<file path="src/rtl/mem_responder.sv">
// Byte-wide memory responder with programmable wait states and address-window decode.
// Each access follows IDLE -> WAIT -> DONE -> RELEASE, and a rejected request pulses err.
module mem_responder #(
    parameter int          WAIT_CYCLES = 2,
    parameter logic [15:0] BASE_ADDR   = 16'h0000,
    parameter int          DEPTH       = 256
) (
    input  logic        clk,
    input  logic        rst_n,
    input  logic [15:0] addr_bus,
    input  logic [7:0]  wdata,
    output logic [7:0]  rdata,
    input  logic        mem_ce,
    input  logic        mem_r,
    input  logic        mem_w,
    input  logic        mem_oe,
    output logic        ready,
    output logic        err
);
    localparam int         AW        = $clog2(DEPTH);
    localparam logic [3:0] WAIT_LOAD = 4'(WAIT_CYCLES);

    localparam logic [1:0] S_IDLE    = 2'd0;
    localparam logic [1:0] S_WAIT    = 2'd1;
    localparam logic [1:0] S_DONE    = 2'd2;
    localparam logic [1:0] S_RELEASE = 2'd3;

    logic [1:0]    state_q, state_d;
    logic [3:0]    cnt_q, cnt_d;
    logic          ready_q, ready_d;
    logic          err_q, err_d;
    logic [7:0]    rdata_q;
    logic [AW-1:0] idx_q, idx_d;
    logic [7:0]    wdata_q, wdata_d;
    logic          wr_q, wr_d;
    logic [7:0]    mem [DEPTH];

    logic [15:0]   offset;
    logic          in_range;
    logic          req;
    logic          conflict;
    logic          commit;
    logic          commit_wr;
    logic [AW-1:0] commit_idx;
    logic [7:0]    commit_data;

    // The lower-bound test keeps the subtraction from wrapping, so offset is exact when compared.
    assign offset   = addr_bus - BASE_ADDR;
    assign in_range = (addr_bus >= BASE_ADDR) && ({1'b0, offset} < 17'(DEPTH));
    assign req      = mem_ce && (mem_r ^ mem_w);
    assign conflict = mem_ce && mem_r && mem_w;

    always_comb begin
        state_d     = state_q;
        cnt_d       = cnt_q;
        idx_d       = idx_q;
        wdata_d     = wdata_q;
        wr_d        = wr_q;
        err_d       = 1'b0;
        commit      = 1'b0;
        commit_wr   = wr_q;
        commit_idx  = idx_q;
        commit_data = wdata_q;
        case (state_q)
            S_IDLE: begin
                if (conflict || (req && !in_range)) begin
                    err_d   = 1'b1;
                    state_d = S_RELEASE;
                end else if (req) begin
                    idx_d   = offset[AW-1:0];
                    wdata_d = wdata;
                    wr_d    = mem_w;
                    if (WAIT_CYCLES == 0) begin
                        // With no wait states the capture edge is also the commit edge.
                        state_d     = S_DONE;
                        commit      = 1'b1;
                        commit_wr   = mem_w;
                        commit_idx  = offset[AW-1:0];
                        commit_data = wdata;
                    end else begin
                        state_d = S_WAIT;
                        cnt_d   = WAIT_LOAD;
                    end
                end
            end
            S_WAIT: begin
                if (!mem_ce) begin
                    state_d = S_IDLE;
                    cnt_d   = 4'd0;
                end else begin
                    cnt_d = cnt_q - 4'd1;
                    if (cnt_q == 4'd1) begin
                        state_d = S_DONE;
                        commit  = 1'b1;
                    end
                end
            end
            S_DONE: state_d = S_RELEASE;
            default: begin
                if (!mem_ce) state_d = S_IDLE;
            end
        endcase
        ready_d = (state_d == S_DONE);
    end

    always_ff @(posedge clk or negedge rst_n) begin
        if (!rst_n) begin
            state_q <= S_IDLE;
            cnt_q   <= 4'd0;
            ready_q <= 1'b0;
            err_q   <= 1'b0;
            rdata_q <= 8'h00;
        end else begin
            state_q <= state_d;
            cnt_q   <= cnt_d;
            ready_q <= ready_d;
            err_q   <= err_d;
            if (commit && !commit_wr) rdata_q <= mem[commit_idx];
        end
    end

    always_ff @(posedge clk) begin
        idx_q   <= idx_d;
        wdata_q <= wdata_d;
        wr_q    <= wr_d;
    end

    // Storage is never reset; rst_n gates the write so a reset edge cannot commit.
    always_ff @(posedge clk) begin
        if (rst_n && commit && commit_wr) mem[commit_idx] <= commit_data;
    end

    assign rdata = mem_oe ? rdata_q : 8'h00;
    assign ready = ready_q;
    assign err   = err_q;
endmodule

</file>
<file path="config.mk">
export PLATFORM = sky130hd
export DESIGN_NAME = mem_responder
export DESIGN_NICKNAME = d
export VERILOG_FILES = /design/src/rtl/mem_responder.sv
export SDC_FILE = /design/constraint.sdc
export NUM_CORES = 2
export LEC_CHECK = 0
export BUFFER_PORTS_ARGS = -buffer_cell sky130_fd_sc_hd__buf_4
export CAP_MARGIN = 0
export CORE_UTILIZATION = 45
export DETAILED_ROUTE_END_ITERATION = 10
export PLACE_DENSITY = 0.56
export SETUP_SLACK_MARGIN = 0.3
export SYNTH_ARGS = -nofsm -noshare
export SYNTH_HDL_FRONTEND = slang
export SYNTH_SLANG_ARGS = --single-unit
</file>
<file path="constraint.sdc">
create_clock -name clk -period 7.45 [get_ports clk]
set_clock_uncertainty 0.1 [all_clocks]
set_input_delay 2.235 -clock clk [delete_from_list [all_inputs] [get_ports clk]]
set_output_delay 2.235 -clock clk [all_outputs]
set_load 0.03 [all_outputs]
</file>
==> results.ini <==
[logic_synthesis]
synth_cell_types=63
synth-edff-count=2065
yosys_warnings=0
synth_adder_area_share_pct=0.0309
synth_xor_area_share_pct=0.0217
syn_inst=3864
synth_seq_cells=2081
synth-compound-area-share_pct=2.65
synth_ff_type=edfxtp_1
synth_top_area_cell=edfxtp_1
yosys.area_share.simple_pct=3.22
synthTopCellsByArea=edfxtp_1 (77%), mux4_2 (13%), mux2i_1 (1.8%)
syn_area_um2=80900
async_flop_share_pct=0.769
synth.avg_cell_area_um2=20.9
synth_mux_area_share_pct=15.4
synth_top_family_by_area=multiplexers
syn-num-nets=3896
seq_area_frac_synth_pct=77.2
synth.top_cell.area_share_pct=76.7

[flow_run]
maxCapViolations=0

[final_layout]
nets=4029
nFillCells=14000
drive_above_1_share_pct=23.5
layout_common_cells=edfxtp_1 (2,065), mux4_2 (478), nor2_1 (295)
synthToLayoutAreaGrowth_pct=12.6
fin_util_pct=51.1
final_common_cell=edfxtp_1

[timing]
fmax_mhz=193
worst_slew_pin_slew_ns=1.22
rsz0062_at_grt=no
fin_setup_tns_ns=0
hold_viol_final=0
slew_violations=0
period_minus_slack_ns=5.18
setup_violations=0
slew_headroom_pct=18.1
post-route-period-util_pct=69.5

[critical_path]
critPathArrivalTime_ns=2.84
crit_type=input port to output port
cp.required_ns=5.12
cp-end-kind=output port
start_kind=input port
cp_max_fo=8

[drt]
first_pass_iters=5
vias=40500
routed_wl_mm=229
vias_per_cell=6.20
drtIter0Drc=5338
drc=0
final_antenna_net_count=0
avgRoutedWirePerCell_um=35.1

[power_and_ir_drop]
p_switching_mw=4.67
power_leakage_nw=28.2
p_seq_share_pct=53.7
p_int_mw=19.1
ir_worst_vdd_mv=0.251
pwr-share-comb_pct=0.7
clkPwrFrac_pct=45.6
p_per_area_nw_per_um2=261
swShare_pct=19.6

[die]
core.rowCount=155
core_area_um2=178000
fp.dieArea_um2=181000
die_y_um=426
io_pins=40
die_w_um=426
start_util_pct=45.3

[placed_design]
numPortBuffers=39
dp.final_hpwl_mm=137
place_congestion=0.870

[clock_network]
post_cts_buffers=0
clock_latency_ns=0.84
cts_buffer_depth=3
cts.sinks=2081
clk_pin_slew_worst_paths_ns=0.06
ctsHoldBuffers=0
ctsResizeCount=0
cts_root_buf=clkbuf_16
numCtsBuffers=208
cts_tree=built
htree_levels=4

[grt]
grt-ovfl-total=0
antenna_found_initial=8
grt_pass1_wl_mm=321
grt.total_usage_pct=25.5
grt_max_degree=154
grt_pass1_vias=40000

[run_status]
status=finished clean

[min_path]
hold_path_class=flip-flop to flip-flop

==> area by class of cell <==
| type | instances | area, µm² | share of cell area (%) |
|---|---|---|---|
| clock inverters | 146 | 1690 | 1.86 |
| clock buffers | 239 | 5340 | 5.86 |
| flip-flops and latches | 2081 | 62400 | 68.5 |
| multi-input cells | 1550 | 17300 | 19.0 |
| well taps | 2355 | 2950 | 3.23 |
| inverters | 7 | 26.3 | 0.0288 |
| repair buffers | 149 | 1370 | 1.50 |
| diodes | 6 | 15.0 | 0.0165 |
==> cells by family (layout without fill, tap and decap cells) <==
| group | Yosys count | in the layout |
|---|---|---|
| flops | 2081 | 2081 |
| mux | 642 | 642 |
| simple gates | 601 | 601 |
| compound gates | 303 | 303 |
| buf+inv | 233 | 541 |
| fa+ha+maj | 2 | 2 |
| xor+xnor | 2 | 2 |
| other cells | 0 | 6 |
==> layer usage <==
layer  part of all wire (%)  up-vias  track usage (%)
met3                    8.2      336             4.81
met2                     46     2128             38.6
met1                     42    21700             37.5
met5                  0.015        -            0.397
met4                    3.0        6             7.82
li1                       -    16400                -
==> state kept, by name (all words and copies together), names as in the netlist <==
register,cells
cnt_q,4
state_q,2
mem,2048
ready,1
rdata_q,8
commit_data,8
commit_wr,1
err,1
commit_idx,8
==> path summary, 6_finish.rpt <==
check | end | cells after the start | slack (ns) | start
setup / recovery | rdata[4] | 3 | 2.27 | mem_oe
hold / removal | state_q[0] | 1 | 0.44 | state_q[0]
setup reg to reg | rdata_q[2] | 8 | 2.57 | commit_idx[1]
hold reg to reg | state_q[0] | 1 | 0.44 | state_q[0]
max in group asynchronous | rdata_q[1] | 1 | 5.82 | rst_n
min in group asynchronous | state_q[0] | 1 | 1.19 | rst_n
==> power groups by stage <==
stage / Clock (mW) / Sequential, mW / Combinational (mW)
2_1_floorplan: 0 / 13.0 / 0.105
3_3_place_gp: 0 / 13.0 / 0.171
3_5_place_dp: 0 / 13.0 / 0.173
4_1_cts: 11.0 / 12.8 / 0.174
5_1_grt: 11.4 / 12.8 / 0.188
6_report: 10.9 / 12.8 / 0.173
==> metrics by stage <==
stage | power [mW] | cell area, µm² | hold WS [ns] | setup slack (ns) | std cells
after floorplan | 13.1 | 80900 | 0.362 | 2.60 | 3864
after global placement | 13.2 | 84100 | 0.427 | 1.59 | 6142
after detailed placement | 13.2 | 84100 | 0.421 | 1.56 | 6142
after CTS | 23.9 | 91100 | 0.440 | 2.26 | 6527
after global routing | 24.3 | 91100 | 0.475 | 2.27 | 6528
final | 23.8 | 91100 | 0.444 | 2.27 | 6533
==> synthesized netlist by cell type (all sizes together), types with 7 or more instances <==
library cell	instances
a2111oi	13
a211oi	12
a21oi	54
a221oi	17
a22o	15
a22oi	85
a31oi	14
and2	19
buf	137
clkbuf	89
dfrtp	16
edfxtp	2065
inv	7
mux2	19
mux2i	145
mux4	478
nand2	133
nand3	58
nand4	23
nor2	300
nor2b	16
nor3	17
nor4	8
o211ai	12
o21ai	29
o22ai	16
==> worst max-delay path, cell delays in order <==
cell and delay (ns):
buf_4 0.25, and2_1 0.19, buf_4 0.16
Power figures use the tool's default switching activity.
